File: src/rtl/ahb_port_master.sv
// AHB-Lite initiator: valid/ready commands become single-beat NONSEQ transfers, one response each.
// Define AHB_PORT_MASTER_ALIGN_CHECK_EN to reject oversized or misaligned commands locally.
module ahb_port_master (
   input  logic        clock,
   input  logic        reset,
   input  logic        cmd_valid,
   output logic        cmd_ready,
   input  logic        cmd_write,
   input  logic [2:0]  cmd_size,
   input  logic [29:0] cmd_addr,
   input  logic [31:0] cmd_wdata,
   output logic        rsp_valid,
   output logic [31:0] rsp_rdata,
   output logic        rsp_error,
   output logic [15:0] err_count,
   input  logic        io_ahb_0_hready,
   output logic [1:0]  io_ahb_0_htrans,
   output logic [2:0]  io_ahb_0_hsize,
   output logic        io_ahb_0_hwrite,
   output logic [29:0] io_ahb_0_haddr,
   output logic [31:0] io_ahb_0_hwdata,
   input  logic        io_ahb_0_hresp,
   input  logic [31:0] io_ahb_0_hrdata
);
   localparam logic [1:0] TransIdle   = 2'd0;
   localparam logic [1:0] TransNonseq = 2'd2;

   typedef enum logic [0:0] {StOk, StErr1} err_st_e;

   err_st_e     err_st_q, err_st_d;
   logic        a_valid_q, a_valid_d, a_rej_q, a_rej_d;
   logic [1:0]  htrans_q, htrans_d;
   logic [29:0] haddr_q, haddr_d;
   logic [2:0]  hsize_q, hsize_d;
   logic        hwrite_q, hwrite_d;
   logic [31:0] a_wdata_q, a_wdata_d;
   logic        d_valid_q, d_valid_d, d_write_q, d_write_d, d_rej_q, d_rej_d;
   logic [31:0] hwdata_q, hwdata_d;
   logic        rsp_valid_q, rsp_valid_d, rsp_error_q, rsp_error_d;
   logic [31:0] rsp_rdata_q, rsp_rdata_d;
   logic [15:0] err_count_q, err_count_d;

   logic cmd_rej, d_stall, err_entry, err_state, cmd_hs, a_adv, d_done;

`ifdef AHB_PORT_MASTER_ALIGN_CHECK_EN
   assign cmd_rej = (cmd_size > 3'd2) || ((cmd_size == 3'd1) && cmd_addr[0]) ||
                    ((cmd_size == 3'd2) && (cmd_addr[1:0] != 2'b00));
`else
   assign cmd_rej = 1'b0;
`endif

   assign d_stall   = d_valid_q & ~io_ahb_0_hready;
   // First ERROR cycle: the pending address phase must be cancelled before the slave takes it.
   assign err_entry = (err_st_q == StOk) & d_valid_q & ~d_rej_q & io_ahb_0_hresp & ~io_ahb_0_hready;
   assign err_state = (err_st_q == StErr1) | err_entry;
   assign cmd_ready = ~reset & ~err_state & (~a_valid_q | (io_ahb_0_hready & ~d_stall));
   assign cmd_hs    = cmd_valid & cmd_ready;
   // Rejected commands advance as if accepted so their response keeps its place in order.
   assign a_adv     = a_valid_q & io_ahb_0_hready & (err_st_q == StOk) &
                      ((htrans_q == TransNonseq) | a_rej_q);
   assign d_done    = d_valid_q & io_ahb_0_hready;

   always_comb begin
      err_st_d    = err_st_q;
      a_valid_d   = a_valid_q;
      a_rej_d     = a_rej_q;
      htrans_d    = htrans_q;
      haddr_d     = haddr_q;
      hsize_d     = hsize_q;
      hwrite_d    = hwrite_q;
      a_wdata_d   = a_wdata_q;
      d_valid_d   = d_valid_q;
      d_write_d   = d_write_q;
      d_rej_d     = d_rej_q;
      hwdata_d    = hwdata_q;
      err_count_d = err_count_q;

      if (a_adv) begin
         d_valid_d = 1'b1;
         d_write_d = hwrite_q;
         d_rej_d   = a_rej_q;
         if (!a_rej_q) hwdata_d = a_wdata_q;
      end else if (d_done) begin
         d_valid_d = 1'b0;
      end

      if (cmd_hs) begin
         a_valid_d = 1'b1;
         a_rej_d   = cmd_rej;
         htrans_d  = cmd_rej ? TransIdle : TransNonseq;
         haddr_d   = cmd_addr;
         hsize_d   = cmd_size;
         hwrite_d  = cmd_write;
         a_wdata_d = cmd_wdata;
      end else if (a_adv) begin
         a_valid_d = 1'b0;
         htrans_d  = TransIdle;
      end else if (err_entry) begin
         htrans_d  = TransIdle;
      end else if ((err_st_q == StErr1) && io_ahb_0_hready) begin
         htrans_d  = (a_valid_q & ~a_rej_q) ? TransNonseq : TransIdle;
      end

      if (err_entry) begin
         err_st_d = StErr1;
      end else if ((err_st_q == StErr1) && io_ahb_0_hready) begin
         err_st_d = StOk;
      end

      rsp_valid_d = d_done;
      rsp_rdata_d = (d_done & ~d_write_q & ~d_rej_q) ? io_ahb_0_hrdata : 32'h0;
      rsp_error_d = d_done & (d_rej_q | io_ahb_0_hresp);
      if (d_done && !d_rej_q && io_ahb_0_hresp && (err_count_q != 16'hFFFF)) begin
         err_count_d = err_count_q + 16'd1;
      end
   end

   always_ff @(posedge clock) begin
      if (reset) begin
         err_st_q    <= StOk;
         a_valid_q   <= 1'b0;
         a_rej_q     <= 1'b0;
         htrans_q    <= TransIdle;
         haddr_q     <= 30'h0;
         hsize_q     <= 3'h0;
         hwrite_q    <= 1'b0;
         a_wdata_q   <= 32'h0;
         d_valid_q   <= 1'b0;
         d_write_q   <= 1'b0;
         d_rej_q     <= 1'b0;
         hwdata_q    <= 32'h0;
         rsp_valid_q <= 1'b0;
         rsp_rdata_q <= 32'h0;
         rsp_error_q <= 1'b0;
         err_count_q <= 16'h0;
      end else begin
         err_st_q    <= err_st_d;
         a_valid_q   <= a_valid_d;
         a_rej_q     <= a_rej_d;
         htrans_q    <= htrans_d;
         haddr_q     <= haddr_d;
         hsize_q     <= hsize_d;
         hwrite_q    <= hwrite_d;
         a_wdata_q   <= a_wdata_d;
         d_valid_q   <= d_valid_d;
         d_write_q   <= d_write_d;
         d_rej_q     <= d_rej_d;
         hwdata_q    <= hwdata_d;
         rsp_valid_q <= rsp_valid_d;
         rsp_rdata_q <= rsp_rdata_d;
         rsp_error_q <= rsp_error_d;
         err_count_q <= err_count_d;
      end
   end

   assign io_ahb_0_htrans = htrans_q;
   assign io_ahb_0_haddr  = haddr_q;
   assign io_ahb_0_hsize  = hsize_q;
   assign io_ahb_0_hwrite = hwrite_q;
   assign io_ahb_0_hwdata = hwdata_q;
   assign rsp_valid       = rsp_valid_q;
   assign rsp_rdata       = rsp_rdata_q;
   assign rsp_error       = rsp_error_q;
   assign err_count       = err_count_q;
endmodule
File: config.mk
export PLATFORM = sky130hd
export DESIGN_NAME = ahb_port_master
export DESIGN_NICKNAME = d
export VERILOG_FILES = /design/src/rtl/ahb_port_master.sv
export SDC_FILE = /design/constraint.sdc
export NUM_CORES = 1
export LEC_CHECK = 0
export CAP_MARGIN = 10
export CELL_PAD_IN_SITES_DETAIL_PLACEMENT = 2
export CELL_PAD_IN_SITES_GLOBAL_PLACEMENT = 2
export CORE_MARGIN = 1
export CORE_UTILIZATION = 24
export DETAILED_ROUTE_END_ITERATION = 10
export GPL_ROUTABILITY_DRIVEN = 0
export GPL_TIMING_DRIVEN = 0
export PLACE_DENSITY_LB_ADDON = 0.1
export SYNTH_ARGS = -nofsm -noshare
export SYNTH_HDL_FRONTEND = slang
export SYNTH_SLANG_ARGS = --single-unit
File: constraint.sdc
create_clock -name clock -period 2.33 [get_ports clock]
set_clock_uncertainty 0.1 [all_clocks]
set_input_delay 0.466 -clock clock [delete_from_list [all_inputs] [get_ports clock]]
set_output_delay 0.466 -clock clock [all_outputs]
set_load 0.05 [all_outputs]
[After elaboration in Yosys (flattened, before gate mapping)]
Index checks and enable logic that the tools add are counted.
Word-level totals
  logic and storage cells: 62
  flip-flop bits (word level): 154
  bits of input ports: 103
  output and inout bits: 119
Cells by class
  mux-type cells: 11
  reduce and logical (&&, ||, !) cells: 9
  add/sub/neg operators: 1
  bitwise logic cells: 24
  equality and inequality tests: 2
Operators with widths (count)
  $add A16 B1 Y16 const B: 1
  $ne A16 B16 Y1 const B: 1
  $and A1 B1 Y1: 14
  $mux W2: 5
  $not A1 Y1: 8
  $mux W1: 6
  $reduce_bool A2 Y1: 3
  $reduce_bool A4 Y1: 1
  $reduce_or A4 Y1: 1
  $logic_and A1 B1 Y1: 3
  $eq A2 B2 Y1 const B: 1
  $or A1 B1 Y1: 2
  $reduce_or A2 Y1: 1

[Depth between registers and ports, before layout]
  word-level depth: 10
  depth in mapped cells: 7
  gate-level depth less buffers: 5

[Least setup slack after synthesis]
OpenSTA, ideal clock, no wires.
  path kind: reg-to-reg
  from: register err_count_q[0] (netlist: err_count[0])
  to: register err_count_q[0] (netlist: err_count[0])
  data required time: 2.107 ns
  slack: 0.098 ns
  path buffers: 0
  clock period less this slack: 2.232 ns
  cell stages (with the launch flop): 6
  arrival time: 2.009 ns
  library setup time: 0.123 ns
  cell sequence: dfxtp_1 -> ha_1 -> nand4_1 -> nor4_2 -> nor2b_1 -> mux2_1
On the way
  word-level cells in the longest chain between the ends: 2
  elaborated cells on any way between the ends: 3
  those cells by class: add/sub: 1; eq/ne: 1; reduce/logical: 1
RTL lines
  from (decl): RTL line 41  | logic [15:0] err_count_q, err_count_d;
  from (signal assigned): RTL line 152  | err_count_q <= err_count_d;
  parallel branches: the longest is 2 deep, another holds $add A16 B1 Y16
Parallel ways; which one is timed is not known.
A chain may end at the register's enable or synchronous reset.

[Worst setup path in the final report]
  from: register err_count_q[3] (netlist: err_count[3])
  to: output port err_count[3]
RTL lines
  to (decl): RTL line 15  | output logic [15:0] err_count,
No word-level cell between the ends.

==> out/metrics.yaml <==
finalSetupViolCount: 0
cp.required_ns: 1.76
worstMarginPinSlew_ns: 0.625
hold_slack_ns: 0.354
combPwrFrac: 0.091
crit_path_cell_trace: "clkdlybuf4s50_1"
core_sq_um: 21900
via_per_inst: 4.54
worst_path_largest_cell_delay_ns: 0.85
total_power_uw: 6170
wl_met1_mm: 7.56
cp_max_fo: 6
grt_pass1_wl_mm: 30.5
synthToLayoutAreaGrowth_pct: 59.4
status: "completed"
drv_slew: 0
r2r_start: "err_count[0]$_SDFFE_PP0P_"
met3_length_mm: 1.69
seqCellArea_sq_um: 3060
h-tree-depth: 4
first_pass_iters: 4
final_nets: 972
drive_above_1_share: 0.0738
numCtsBuffers: 17
synth_nets: 733
fin_crit_sh: 0.966
drcViolationCount: 0
wirelength_mm: 19.3
yosysUniqueCellTypes: 42
cap_violations: 0
antenna_cells: 0
top_layer: "met4"
antenna_found_initial: 0
dr_wl_met2_mm: 9.82
yosys_warnings: 0
synth-seq-area-share: 0.570
routedWlPerCell_um: 16.6
port_buffers: 219
switching_share: 0.256
multi_input_area_sq_um: 2140
initial_core_util: 0.245
cts_root_buf: "clkbuf_16"
clkLatencyLatePin_ns: 0.43
rows: 54
rsz0062_at_grt: "false"
vias: 5272
power_frac_seq: 0.439
die_area_sq_um: 23000
ctsHoldBuffers: 0
fin_tns_setup_ns: 0
min_from: "a_wdata_q[6]$_SDFFE_PP0P_"
overflow: 0
internal-power_uw: 4590
syn_inst: 629
hold_viol: 0
p_sw_uw: 1580
max_freq_mhz: 445
reg2reg_slack_ns: 0.16
die_w_um: 152
hp-class: "flip-flop to flip-flop"
end_kind: "output port"
synth_seq_cells: 153
die_h_um: 152
critPathLaunchType: "flip-flop"
grt_pass1_vias: 5819
drt_iter0_markers: 134
synth_area_sq_um: 5370
critPathLaunch: "err_count[3]$_SDFFE_PP0P_"
io_pins: 222
n_fill_cell: 2442
grt_max_degree: 17
path_class: "flip-flop to output port"
cts_num_sinks: 153
track_usage: 0.175
clkSlewWorstSetupHoldPaths_ns: 0.07
critical-path-top-delay-family: "buffers and inverters"
path_buf_inv: 1
max_slew_margin: 0.583
cp_slowest_cell: "clkdlybuf4s50_1"
power_leakage_uw: 0.00314
clockBufferDepth: 2
postLayoutSetupSlackWorst_ns: 0.0804
crit_arrival_ns: 1.68
hpwl_mm: 14.5
avgSynthCellArea_sq_um: 8.54
power_density_nw_per_um2: 720
dp_slack_ns: -0.554
cts_tree: "built"
min_period_ns: 2.25
ant_nets: 0
pwr-share-clk: 0.470
ir_drop_mv: 0.428
## sequential cells by signal, summed over array words and instances, names as in the netlist
name	count
a_wdata_q	32
io_ahb_0_hwdata	32
rsp_rdata	32
io_ahb_0_haddr	30
err_count	16
io_ahb_0_hsize	3
a_valid_q	1
d_valid_q	1
d_write_q	1
err_st_q	1
io_ahb_0_htrans	1
io_ahb_0_hwrite	1
rsp_error	1
rsp_valid	1
## cell usage after synthesis, drive strengths merged
master	number	area, sq um
nand2	206	773
dfxtp	153	3060
a21oi	114	571
and2	33	206
clkbuf	26	97.6
buf	15	72.6
nor2	11	41.3
nand4	6	65.1
nor2b	6	37.5
nor4	6	58.8
o31ai	6	45.0
or4	6	46.3
mux2	5	56.3
nand3	5	25.0
and3	3	20.0
inv	3	11.3
nand2b	3	18.8
o21ai	3	15.0
or2	3	18.8
mux2i	2	20.0
nor3	2	10.0
or3	2	12.5
a211oi	1	7.51
a31oi	1	6.26
and4	1	8.76
conb	1	3.75
ha	1	12.5
o2111ai	1	15.0
o211a	1	10.0
o211ai	1	7.51
o21a	1	7.51
o41ai	1	8.76
## logic make-up after synthesis
family | after synthesis | synth area share
flops | 153 | 0.570
fa+ha+maj | 1 | 0.00233
simple gates | 293 | 0.250
other cells | 1 | 0.000698
compound gates | 130 | 0.129
buf+inv | 44 | 0.0338
mux | 7 | 0.0142
## final cells by class
type                       instances  area share
inverter                           3     0.00131
clock inverter                    14      0.0210
multi-input combinational        432       0.250
timing repair buffer             220       0.257
sequential                       153       0.358
buffer                            41      0.0209
clock buffer                      18      0.0513
tap                              280      0.0409
## power groups by stage
stage	registers, uW	logic [uW]	clock network, uW
floorplan	2870	153	0
global placement	2760	553	0
detailed placement	2770	570	0
CTS	2710	573	3000
global route	2710	608	3100
finish	2710	562	2900
## path summary, 6_finish.rpt
kind,to,cells after the start
max,err_count[3],1
min,io_ahb_0_hwdata[6]$_SDFFE_PP0P_,2
max reg2reg,err_count[0]$_SDFFE_PP0P_,5
min reg2reg,io_ahb_0_hwdata[6]$_SDFFE_PP0P_,2
## metrics by stage
step	cell area, sq um	cells	util
6_report	8570	1161	0.391
5_1_grt	8570	1161	0.391
4_1_cts	8530	1160	0.390
3_5_place_dp	7920	1128	0.362
3_3_place_gp	7920	1128	0.362
2_1_floorplan	5370	629	-
## layer usage
metal / track usage / vias to the layer above
li1: - / 2548
met1: 0.185 / 2566
met2: 0.312 / 142
met3: 0.0796 / 16
met4: 0.0490 / 0
met5: 0 / -
## cells in the final DEF (no fill, tap or decap), types with 2 or more instances in the layout
cell | Yosys | final
nand3_1 | 5 | 5
dlymetal6s2s_1 | 0 | 5
nor4_1 | 4 | 3
inv_6 | 0 | 4
clkdlybuf4s50_1 | 0 | 207
nand4_2 | 2 | 2
clkbuf_2 | 0 | 3
mux2i_1 | 2 | 2
clkinv_4 | 0 | 4
or4_1 | 5 | 5
dfxtp_1 | 153 | 153
inv_8 | 0 | 3
nor2b_1 | 6 | 6
and3_1 | 2 | 2
nor4_2 | 1 | 2
o21ai_0 | 3 | 3
nor2_1 | 11 | 11
or2_2 | 2 | 2
clkbuf_16 | 0 | 17
a21oi_1 | 114 | 113
mux2_2 | 4 | 4
dlygate4sd2_1 | 0 | 6
or3_1 | 2 | 2
buf_2 | 7 | 9
bufinv_16 | 0 | 2
buf_4 | 2 | 4
buf_1 | 6 | 4
and2_1 | 33 | 33
nand2_1 | 206 | 206
clkbuf_1 | 26 | 23
nand4_1 | 3 | 3
nand2b_1 | 3 | 3
o31ai_1 | 6 | 6
inv_1 | 3 | 3
## what timing repair did
| item | 4_1_cts | 5_1_grt |
|---|---|---|
| gates resized for setup | 15 | 13 |
| cloned | 0 | 0 |
| pin swaps | 0 | 2 |
| setup buffers | 0 | 1 |
| endpoints found under the hold margin | 0 | 0 |
| setup endpoints to repair | 35 | 34 |
(Power assumes the default switching activity.)
